--- src/rtl/arbitro_escritura_banco_if.sv ---
// Bus bundle for the two-requester register-bank write arbiter.
// master drives the write requests; slave is the arbiter itself.
interface arbitro_escritura_banco_if #(
    parameter int ANCHO_DATOS = 32,
    parameter int ANCHO_DIR   = 5
);
    logic                   req_valid_0;
    logic                   req_valid_1;
    logic                   req_ready_0;
    logic                   req_ready_1;
    logic [ANCHO_DIR-1:0]   req_addr_0;
    logic [ANCHO_DIR-1:0]   req_addr_1;
    logic [ANCHO_DATOS-1:0] req_data_0;
    logic [ANCHO_DATOS-1:0] req_data_1;
    logic                   write_enable;
    logic [ANCHO_DIR-1:0]   write_address;
    logic [ANCHO_DATOS-1:0] data_write;
    logic [1:0]             pendientes;

    modport master (
        output req_valid_0, req_valid_1,
        output req_addr_0, req_addr_1,
        output req_data_0, req_data_1,
        input  req_ready_0, req_ready_1,
        input  write_enable, write_address, data_write,
        input  pendientes
    );

    modport slave (
        input  req_valid_0, req_valid_1,
        input  req_addr_0, req_addr_1,
        input  req_data_0, req_data_1,
        output req_ready_0, req_ready_1,
        output write_enable, write_address, data_write,
        output pendientes
    );
endinterface

--- src/rtl/arbitro_escritura_banco.sv ---
// Two-slot round-robin arbiter feeding a single register-bank write port.
// Optional macro REG_CERO_EN: writes to address 0 are swallowed (no strobe).
module arbitro_escritura_banco #(
    parameter int ANCHO_DATOS = 32,
    parameter int ANCHO_DIR   = 5
) (
    input  logic                  clk,
    input  logic                  rst,
    arbitro_escritura_banco_if.slave bus
);
    logic [1:0]             full_q, full_d;
    logic [ANCHO_DIR-1:0]   addr_q [2];
    logic [ANCHO_DATOS-1:0] data_q [2];
    logic                   ptr_q, ptr_d;
    logic                   we_q, we_d;
    logic [ANCHO_DIR-1:0]   wa_q, wa_d;
    logic [ANCHO_DATOS-1:0] wd_q, wd_d;
    logic [1:0]             pend_q, pend_d;

    logic [1:0] valid;
    logic [1:0] ready;
    logic [1:0] acc;
    logic [1:0] gnt;
    logic       any_gnt;
    logic       sel;
    logic       wr_ok;

    assign valid = {bus.req_valid_1, bus.req_valid_0};
    assign ready = ~full_q;
    assign acc   = valid & ready;

    assign bus.req_ready_0   = ready[0];
    assign bus.req_ready_1   = ready[1];
    assign bus.write_enable  = we_q;
    assign bus.write_address = wa_q;
    assign bus.data_write    = wd_q;
    assign bus.pendientes    = pend_q;

    // Grant selection: lone full slot wins, ties go to the pointer.
    always_comb begin
        any_gnt = |full_q;
        sel     = (&full_q) ? ptr_q : ~full_q[0];
        gnt     = 2'b00;
        if (any_gnt) begin
            gnt[sel] = 1'b1;
        end
`ifdef REG_CERO_EN
        wr_ok = (addr_q[sel] != '0);
`else
        wr_ok = 1'b1;
`endif
    end

    // Next state for slots, pointer and the registered write port.
    always_comb begin
        full_d = (full_q & ~gnt) | acc;
        ptr_d  = ptr_q;
        we_d   = 1'b0;
        wa_d   = wa_q;
        wd_d   = wd_q;
        if (any_gnt) begin
            ptr_d = ~sel;
            if (wr_ok) begin
                we_d = 1'b1;
                wa_d = addr_q[sel];
                wd_d = data_q[sel];
            end
        end
        pend_d = {1'b0, full_d[0]} + {1'b0, full_d[1]};
    end

    // Control state; reset discards pending slots and wins over everything.
    always_ff @(posedge clk) begin
        if (rst) begin
            full_q <= 2'b00;
            ptr_q  <= 1'b0;
            we_q   <= 1'b0;
            wa_q   <= '0;
            wd_q   <= '0;
            pend_q <= 2'd0;
        end else begin
            full_q <= full_d;
            ptr_q  <= ptr_d;
            we_q   <= we_d;
            wa_q   <= wa_d;
            wd_q   <= wd_d;
            pend_q <= pend_d;
        end
    end

    // Slot payload capture; only meaningful while the slot flag is set.
    always_ff @(posedge clk) begin
        if (rst) begin
            addr_q[0] <= '0;
            addr_q[1] <= '0;
            data_q[0] <= '0;
            data_q[1] <= '0;
        end else begin
            if (acc[0]) begin
                addr_q[0] <= bus.req_addr_0;
                data_q[0] <= bus.req_data_0;
            end
            if (acc[1]) begin
                addr_q[1] <= bus.req_addr_1;
                data_q[1] <= bus.req_data_1;
            end
        end
    end
endmodule

--- src/flat_wrapper.sv ---
// flat-port wrapper written by rule: the top's interface ports become plain ports
module arbitro_escritura_banco_flat 
#(
    parameter int ANCHO_DATOS = 32,
    parameter int ANCHO_DIR   = 5
)
  (clk, rst, bus_req_valid_0, bus_req_valid_1, bus_req_addr_0, bus_req_addr_1, bus_req_data_0, bus_req_data_1, bus_req_ready_0, bus_req_ready_1, bus_write_enable, bus_write_address, bus_data_write, bus_pendientes);
  arbitro_escritura_banco_if #(.ANCHO_DATOS(ANCHO_DATOS), .ANCHO_DIR(ANCHO_DIR)) bus_i ();
  input  logic clk;
  input  logic rst;
  input wire logic [$bits(bus_i.req_valid_0)-1:0] bus_req_valid_0;
  input wire logic [$bits(bus_i.req_valid_1)-1:0] bus_req_valid_1;
  input wire logic [$bits(bus_i.req_addr_0)-1:0] bus_req_addr_0;
  input wire logic [$bits(bus_i.req_addr_1)-1:0] bus_req_addr_1;
  input wire logic [$bits(bus_i.req_data_0)-1:0] bus_req_data_0;
  input wire logic [$bits(bus_i.req_data_1)-1:0] bus_req_data_1;
  output wire logic [$bits(bus_i.req_ready_0)-1:0] bus_req_ready_0;
  output wire logic [$bits(bus_i.req_ready_1)-1:0] bus_req_ready_1;
  output wire logic [$bits(bus_i.write_enable)-1:0] bus_write_enable;
  output wire logic [$bits(bus_i.write_address)-1:0] bus_write_address;
  output wire logic [$bits(bus_i.data_write)-1:0] bus_data_write;
  output wire logic [$bits(bus_i.pendientes)-1:0] bus_pendientes;
  assign bus_i.req_valid_0 = bus_req_valid_0;
  assign bus_i.req_valid_1 = bus_req_valid_1;
  assign bus_i.req_addr_0 = bus_req_addr_0;
  assign bus_i.req_addr_1 = bus_req_addr_1;
  assign bus_i.req_data_0 = bus_req_data_0;
  assign bus_i.req_data_1 = bus_req_data_1;
  assign bus_req_ready_0 = bus_i.req_ready_0;
  assign bus_req_ready_1 = bus_i.req_ready_1;
  assign bus_write_enable = bus_i.write_enable;
  assign bus_write_address = bus_i.write_address;
  assign bus_data_write = bus_i.data_write;
  assign bus_pendientes = bus_i.pendientes;
  arbitro_escritura_banco #(.ANCHO_DATOS(ANCHO_DATOS), .ANCHO_DIR(ANCHO_DIR)) u_core (.clk(clk), .rst(rst), .bus(bus_i));
endmodule
--- config.mk ---
export PLATFORM = sky130hd
export DESIGN_NAME = arbitro_escritura_banco_flat
export DESIGN_NICKNAME = d
export VERILOG_FILES = /design/src/rtl/arbitro_escritura_banco_if.sv /design/src/rtl/arbitro_escritura_banco.sv /design/src/flat_wrapper.sv
export SDC_FILE = /design/constraint.sdc
export NUM_CORES = 1
export LEC_CHECK = 0
export CAP_MARGIN = 10
export CELL_PAD_IN_SITES_DETAIL_PLACEMENT = 0
export CELL_PAD_IN_SITES_GLOBAL_PLACEMENT = 1
export CORE_MARGIN = 2
export CORE_UTILIZATION = 40
export DETAILED_ROUTE_END_ITERATION = 16
export PLACE_DENSITY = 0.9
export RECOVER_POWER = 100
export SLEW_MARGIN = 0
export SYNTH_ARGS = -nofsm -noshare
export SYNTH_HDL_FRONTEND = slang
export SYNTH_SLANG_ARGS = --single-unit
--- constraint.sdc ---
create_clock -name clk -period 3.75 [get_ports clk]
set_clock_uncertainty 0.15 [all_clocks]
set_input_delay 0.75 -clock clk [delete_from_list [all_inputs] [get_ports clk]]
set_output_delay 0.75 -clock clk [all_outputs]
set_load 0.005 [all_outputs]
==> out/results.tsv, run 1 <==
metric	value	unit
crit_fanout	42	
synth_compound_area_share	9.42	%
multi_input_area	0.00121	sq mm
pwr-share-comb	8.3	%
hold_ws	0.318	ns
clockBufferDepth	2	
syn_nets	385	
p_int	2.59	mW
cts_tree	built	
io_buffers	119	
max_freq	354	MHz
die-area	0.0119	sq mm
drc	0	
syn-cell-area	0.00441	sq mm
grt_pass1_wl	13900	um
fin_crit_sh	75.4	%
fill_cells	873	
ios	120	
synth_xor_xnor_area_share	0	%
wl	9150	um
ys.warnings.count	0	
grt_max_degree	43	
drt.antenna.violating_nets	0	
top_layer	met4	
critical_path_class	primary input to register	
wl_per_cell	15.6	um
totalNegativeSetupSlack	0	ns
syn2layout_area_growth	43.5	%
dr_total_vias	2800	
vias_per_cell	4.78	
synth.distinct_cells	20	
clkTransAtPathRegs	0.06	ns
fin_crit	2.83	ns
cp.required	3.96	ns
p_sw_share	21.8	%
slew_headroom	18.3	%
n_antenna_cell	0	
synthMuxAreaShare	0	%
wl_met1	3790	um
synth-seq-cells	117	
seq_area	0.00308	sq mm
syn_area_per_cell	14.4	sq um
place_congestion	0.806	
die_w	109	um
wl_met3	418	um
yosys.area_share.simple	17.8	%
met2WireLength	4780	um
hold_viol_final	0	
start_util	40.8	%
p_sw	724	uW
rows	38	
grt_usage	16.1	%
endpoint_kind	register	
cts_hold_buf	0	
yosys.area_share.adder	0.284	%
postCtsSetupRepairBufs	0	
setup_viol	0	
htreeDepth	4	
run_status	completed	
cts_num_sinks	117	
hpwl	5930	um
die_h	109	um
leakage	2.47	nW
p_seq_share	45.8	%
drive_gt1_share	8.30	%
maxSlewViolCount	0	
drt-initial-drc-count	89	
clockPowerShare	46.0	%
grt_pass1_vias	2868	
utilization	58.6	%
p_per_area	524	mW/mm^2
worstSetupStartpointType	primary input	
peakVddDrop	291	uV
cts_buffers	17	
gr-total-overflow	0	
firstDrtPassIters	4	
rsz0062_at_grt	false	
synth_top_family_by_area	simple AND/OR/NAND/NOR gates	
ctsResizeCount	0	
ys_seq_area_share	69.9	%
antenna_found_initial	0	
cts_root_buffer	clkbuf_8	
final_nets	512	
synthCells	306	
tightestPinTransition	1.23	ns
arrival	3.04	ns
maxCapViolations	0	
coreArea	0.0108	sq mm
hold_class	register to register	
insertion_delay	0.50	ns
## cell usage after synthesis
library cell  instances  area, sq um
a211oi_4              1         20.0
a21oi_1               5         25.0
a221o_1              37          370
and2_0               29          181
and2_1               82          513
and2b_1               1         7.51
buf_2                11         55.1
buf_6                 3         33.8
clkbuf_1              4         15.0
dfxtp_1              43          861
edfxtp_1             74         2220
ha_1                  1         12.5
inv_2                 2         7.51
nand2_1               3         11.3
nand2b_1              4         25.0
nand3_1               1         5.00
nor2_1                1         3.75
nor2b_1               2         12.5
nor3_2                1         10.0
nor3_4                1         16.3
## power by group through the flow
stage               Clock (mW)  Combinational (mW)  Sequential, mW
floorplan                    0               0.112            1.54
global placement             0               0.282            1.54
detailed placement           0               0.288            1.55
CTS                       1.55               0.290            1.52
global route              1.60               0.299            1.53
finish                    1.52               0.274            1.52
## state kept, by name, summed over array words and instances (netlist names)
| name | flops |
|---|---|
| u_core.addr_q | 10 |
| u_core.bus.data_write | 32 |
| u_core.ptr_q | 1 |
| u_core.full_q | 2 |
| u_core.data_q | 64 |
| u_core.bus.write_enable | 1 |
| u_core.bus.pendientes | 2 |
| u_core.bus.write_address | 5 |
## cell families (layout without fill, tap and decap cells)
kind of cell / Yosys count / count (layout)
AOI/OAI and AO/OA: 43 / 43
adders and majority gates: 1 / 1
buffers and inverters: 20 / 160
DFF: 117 / 117
and+or+nand+nor: 125 / 125
## cell type report
cell class                 instances  share of cell area, %
timing repair buffer             126                   20.3
tap                              140                   2.77
inverter                           2                  0.119
clock inverter                    15                   2.47
multi-input combinational        169                   19.1
sequential                       117                   48.7
clock buffer                      17                   6.55
## path summary, 6_finish.rpt
kind	slack, ns	start	to	cells after the start
hold reg to reg	0.32	u_core.data_q[0][7]	u_core.bus.data_write[7]	1
setup reg to reg	1.32	u_core.full_q[1]	u_core.data_q[1][13]	4
hold / removal	0.32	u_core.data_q[0][7]	u_core.bus.data_write[7]	1
setup / recovery	0.92	rst	u_core.data_q[1][13]	4
## per-stage QoR
step                instances  cell area (sq um)  setup slack, ns  total power [mW]
finish                    586               6330            0.924              3.32
global route              586               6330            0.605              3.43
CTS                       585               6330             1.12              3.36
detailed placement        553               5760            0.606              1.83
global placement          553               5760            0.692              1.82
floorplan                 306               4410             1.27              1.65
## critical path, stage by stage
cell           delay (ns)
dlygate4sd3_1        0.73
a21oi_1              0.33
clkbuf_1             0.94
and2_1               0.26
## layout by cell type, fill, tap and decap left out, drive strengths merged, types with 2 or more instances in the layout
master and count:
clkbuf 19, buf 5, clkdlybuf4s50 77, bufinv 2, nand2b 4, nor3 2, edfxtp 74, a221o 37
nor2b 2, clkinv 4, dfxtp 43, and2 111, clkinvlp 6, a21oi 5, dlygate4sd3 42, inv 5
nand2 3
## routing by layer
layer  global-route usage [%]  vias up
met2                     28.3       80
met1                     18.1     1343
met4                     7.42        0
met3                     4.24       11
li1                         -     1366
met5                        0        -
No activity file was read; power rests on OpenSTA's default activity.
==> run 2: changes to the inputs <==
--- a/config.mk
+++ b/config.mk
@@ -9,9 +9,9 @@
 export CELL_PAD_IN_SITES_DETAIL_PLACEMENT = 0
 export CELL_PAD_IN_SITES_GLOBAL_PLACEMENT = 1
 export CORE_MARGIN = 2
-export CORE_UTILIZATION = 40
+export CORE_UTILIZATION = 38
 export DETAILED_ROUTE_END_ITERATION = 16
-export PLACE_DENSITY = 0.9
+export PLACE_DENSITY = 0.86
 export RECOVER_POWER = 100
 export SLEW_MARGIN = 0
 export SYNTH_ARGS = -nofsm -noshare
==> constraint.sdc (replaced) <==
create_clock -name clk -period 2.6 [get_ports clk]
set_clock_uncertainty 0.15 [all_clocks]
set_input_delay 0.52 -clock clk [delete_from_list [all_inputs] [get_ports clk]]
set_output_delay 0.52 -clock clk [all_outputs]
set_load 0.005 [all_outputs]
==> out/results.tsv, run 2 (synthesis gave the netlist of run 1 again) <==
metric	value	unit	change
run_status	completed		
grt_max_degree	55		+28%
start_util	38.8	%	-2.1 points
max_stage_delay	0.64	ns	-0.30 ns
dr_total_vias	2816		+0.57%
ctsResizeCount	0		unchanged
cp_cell_sequence	dlygate4sd3_1, buf_12, a211oi_4, buf_4, a221o_1		
cp.required	2.79	ns	-1.17 ns
critical-path-slowest-cell	a211oi_4		
hold_class	register to register		
syn2layout_area_growth	43.7	%	about the same
total_power	4.80	mW	+45%
vias_per_cell	4.76		-0.45%
rows	39		+2.6%
tightestPinTransition	0.984	ns	-0.242 ns
endpoint_kind	register		
grt_usage	14.6	%	-1.4 points
final_cell_mix	78 x clkdlybuf4s50_1, 74 x edfxtp_1, 69 x and2_0, 43 x dfxtp_1, 42 x and2_1		
arrival	2.50	ns	-0.54 ns
peakVddDrop	421	uV	+44%
leakage	2.47	nW	+0.26%
hold_ws	0.312	ns	-0.00622 ns
critical_path_class	primary input to register		
path_delay_family	buffers and inverters		
cts_num_sinks	117		unchanged
die-area	0.0125	sq mm	+5.1%
cts_root_buffer	clkbuf_16		
drc	0		unchanged
cts_buffers	17		unchanged
insertion_delay	0.40	ns	-0.10 ns
crit_cells	5		+1
drt-initial-drc-count	117		+31%
place_congestion	0.769		-4.5%
htreeDepth	4		unchanged
hold_depth	1		unchanged
crit_buf_inv	3		+1
wl	8950	um	-2.1%
ios	120		unchanged
drt.antenna.violating_nets	0		unchanged
p_per_area	758	mW/mm^2	+45%
maxSlewViolCount	0		unchanged
crit_fanout	20		-52%
n_antenna_cell	0		unchanged
hold_viol_final	0		unchanged
mostFrequentLayoutCell	clkdlybuf4s50_1		
clkTransAtPathRegs	0.05	ns	about the same
grt_pass1_wl	14000	um	+0.40%
largest_reg_flops	64		unchanged
final_nets	515		+0.59%
max_freq	433	MHz	
cts_hold_buf	0		unchanged
hpwl	6110	um	+3.0%
worstSetupStartpointType	primary input		
maxCapViolations	0		unchanged
antenna_found_initial	0		unchanged
io_buffers	119		unchanged
die_w	112	um	+2.5%
utilization	55.7	%	-2.9 points
top_register	u_core.data_q		
firstDrtPassIters	6		+2
rsz0062_at_grt	false		
postCtsSetupRepairBufs	0		unchanged
wl_per_cell	15.1	um	-3.1%
drive_gt1_share	9.58	%	+1.3 points
slew_headroom	34.4	%	+16 points
fin_crit	2.31	ns	
die_h	112	um	+2.5%
gr-total-overflow	0		unchanged
coreArea	0.0114	sq mm	+5.3%
fin_crit_sh	88.9	%	
clockBufferDepth	2		unchanged
setup_viol	0		unchanged
grt_pass1_vias	2817		-1.8%
cts_tree	built		
r2r_cells	4		unchanged
run 2: layout make-up:
class / count / area (sq um)
clock buffers: 19 / 443
clock inverters: 13 / 134
fillers: 965 / 5040
inverters: 2 / 7.51
multi-input cells: 169 / 1220
flip-flops and latches: 117 / 3080
well taps: 143 / 179
repair buffers: 129 / 1270
run 2: worst paths after layout:
check / start / endpoint / slack [ns]
min: u_core.addr_q[0][0] / u_core.bus.write_address[0] / 0.31
max: rst / u_core.bus.data_write[25] / 0.29
max reg2reg: u_core.full_q[1] / u_core.bus.data_write[19] / 0.52
min reg2reg: u_core.addr_q[0][0] / u_core.bus.write_address[0] / 0.31
run 2: per-stage QoR:
step	worst slack (ns)	instance area, sq um	setup TNS [ns]	instances
finish	0.289	6330	0	592
global route	0.163	6330	0	592
CTS	0.364	6370	0	591
detailed placement	-0.0515	5790	-0.934	559
global placement	-0.0204	5790	-0.339	559
floorplan	0.348	4410	0	306
run 2: metal layers:
layer | part of all wire, % | vias to the layer above | GRT usage [%]
met1 | 42 | 1349 | 17.3
met5 | 0 | - | 0
met3 | 4.4 | 16 | 4.03
li1 | - | 1373 | -
met4 | 2.3 | 0 | 7.08
met2 | 51 | 78 | 24.6
run 2: report_power, final:
group	total [mW]	leakage (nW)	internal, mW	switching (mW)
Combinational	0.387	1.06	0.233	0.154
Clock	2.22	0.267	1.43	0.798
Sequential	2.19	1.15	2.14	0.0517
==> run 3: changes to the inputs <==
--- a/config.mk
+++ b/config.mk
@@ -8,12 +8,11 @@
 export CAP_MARGIN = 10
 export CELL_PAD_IN_SITES_DETAIL_PLACEMENT = 0
 export CELL_PAD_IN_SITES_GLOBAL_PLACEMENT = 1
-export CORE_MARGIN = 2
 export CORE_UTILIZATION = 38
 export DETAILED_ROUTE_END_ITERATION = 16
 export PLACE_DENSITY = 0.86
 export RECOVER_POWER = 100
-export SLEW_MARGIN = 0
+export SLEW_MARGIN = 40
 export SYNTH_ARGS = -nofsm -noshare
 export SYNTH_HDL_FRONTEND = slang
 export SYNTH_SLANG_ARGS = --single-unit
==> out/results.tsv, run 3 (synthesis gave the netlist of run 1 again) <==
metric	value	unit	change
run_status	completed		
drt.antenna.violating_nets	0		unchanged
hpwl	6210	um	+1.7%
crit_fanout	21		+5.0%
antenna_found_initial	0		unchanged
startpoint	rst		
slew_headroom	62.6	%	+28 points
maxSlewViolCount	0		unchanged
htreeDepth	4		unchanged
tightestPinTransition	0.560	ns	-0.424 ns
totalNegativeSetupSlack	0	ns	unchanged
arrival	2.39	ns	-0.11 ns
grt_max_degree	43		-22%
cts_buffers	17		unchanged
fin_crit	2.26	ns	-0.0538 ns
dr_total_vias	2899		+2.9%
ios	120		unchanged
clkTransAtPathRegs	0.05	ns	about the same
worstSetupStartpointType	primary input		
r2r_cells	4		unchanged
cp.required	2.73	ns	-0.06 ns
leakage	2.51	nW	+1.6%
final_cell_mix	78 x clkdlybuf4s50_1, 74 x edfxtp_1, 68 x and2_0, 43 x and2_1, 43 x dfxtp_1		
worst_slack	0.343	ns	+0.0538 ns
drc	0		unchanged
hold_ws	0.316	ns	+0.00422 ns
io_buffers	119		unchanged
max_freq	443	MHz	+2.4%
die_h	110	um	-1.8%
cts_num_sinks	117		unchanged
top_register	u_core.data_q		
gr-total-overflow	0		unchanged
wl_per_cell	15.7	um	+3.6%
r2r-start	u_core.full_q[1]		
postCtsSetupRepairBufs	0		unchanged
placed_area	0.00584	sq mm	+0.95%
r2r_slack	0.65	ns	+0.13 ns
clockBufferDepth	2		unchanged
setup_viol	0		unchanged
grt_pass1_vias	2959		+5.0%
p_per_area	773	mW/mm^2	+2.0%
cts_root_buffer	clkbuf_16		
place_congestion	0.741		-3.7%
hold_class	register to register		
syn2layout_area_growth	44.8	%	
coreArea	0.0111	sq mm	-2.6%
place_worst_setup_slack	0.179	ns	+0.230 ns
start_util	39.8	%	+1.0 points
total_power	4.94	mW	+2.8%
post-route-cell-area	0.00638	sq mm	+0.81%
dp.cells	560		+0.18%
fill_cells	902		-6.5%
wl	9280	um	+3.6%
mostFrequentLayoutCell	clkdlybuf4s50_1		
peakVddDrop	475	uV	+13%
ctsResizeCount	0		unchanged
cts_hold_buf	0		unchanged
rsz0062_at_grt	false		
r2r-end	u_core.addr_q[1][2]		
cts_tree	built		
critical_path_class	primary input to register		
fin_crit_sh	86.8	%	-2.1 points
grt_pass1_wl	14000	um	about the same
maxCapViolations	0		unchanged
firstDrtPassIters	4		-2
largest_reg_flops	64		unchanged
insertion_delay	0.40	ns	about the same
utilization	57.6	%	+1.9 points
final_nets	519		+0.78%
drive_gt1_share	9.29	%	-0.28 points
grt_usage	16.1	%	+1.5 points
drt-initial-drc-count	160		+37%
endpoint_kind	register		
die-area	0.0120	sq mm	-3.5%
hold_viol_final	0		unchanged
critPathCapture	u_core.bus.data_write[29]		
post_layout_nonfiller_instances	592		unchanged
rows	38		-2.6%
vias_per_cell	4.90		+2.9%
die_w	110	um	-1.8%
n_antenna_cell	0		unchanged
==> run 3: cell types whose count changed in the layout (fill, tap and decap cells not counted), sizes merged <==
cell / previous run / this run
clkbuf: 25 / 30
buf: 4 / 5
clkinv: 5 / 3
bufinv: 2 / 4
clkinvlp: 6 / 3
==> run 3: layout make-up <==
class                      instances  area (sq um)  share of cell area [%]
tap                              140           175                    2.74
clock buffer                      21           440                    6.90
timing repair buffer             133          1300                    20.4
clock inverter                    10           158                    2.47
inverter                           2          7.51                   0.118
multi-input combinational        169          1220                    19.1
sequential                       117          3080                    48.3
==> run 3: worst min-delay path by stage <==
| stage | start | end | slack, ns | depth (start not counted) |
|---|---|---|---|---|
| global placement | u_core.data_q[1][3] | u_core.bus.data_write[3] | 0.30 | 1 |
| finish | u_core.data_q[0][5] | u_core.bus.data_write[5] | 0.32 | 1 |
| floorplan | u_core.data_q[0][0] | u_core.bus.data_write[0] | 0.30 | 1 |
| global route | u_core.data_q[0][5] | u_core.bus.data_write[5] | 0.33 | 1 |
| detailed placement | u_core.data_q[0][1] | u_core.bus.data_write[1] | 0.31 | 1 |
| CTS | u_core.data_q[0][1] | u_core.bus.data_write[1] | 0.32 | 1 |
==> run 3: power by group <==
group	total (mW)	internal, mW	switching, mW
combinational	0.397	0.238	0.159
clock	2.35	1.59	0.758
sequential	2.19	2.14	0.0539
==> run 3: metal layers <==
| layer | GRT usage (%) | share of wire, % |
|---|---|---|
| met5 | 0 | 0 |
| met4 | 6.57 | 1.4 |
| met3 | 4.98 | 6.4 |
| met2 | 27.3 | 49 |
| met1 | 19.0 | 43 |
==> run 3: worst max-delay path, stage by stage <==
cell,delay (ns)
dlygate4sd3_1,0.68
clkbuf_1,0.28
nor3_1,0.11
clkbuf_2,0.34
a221o_1,0.45
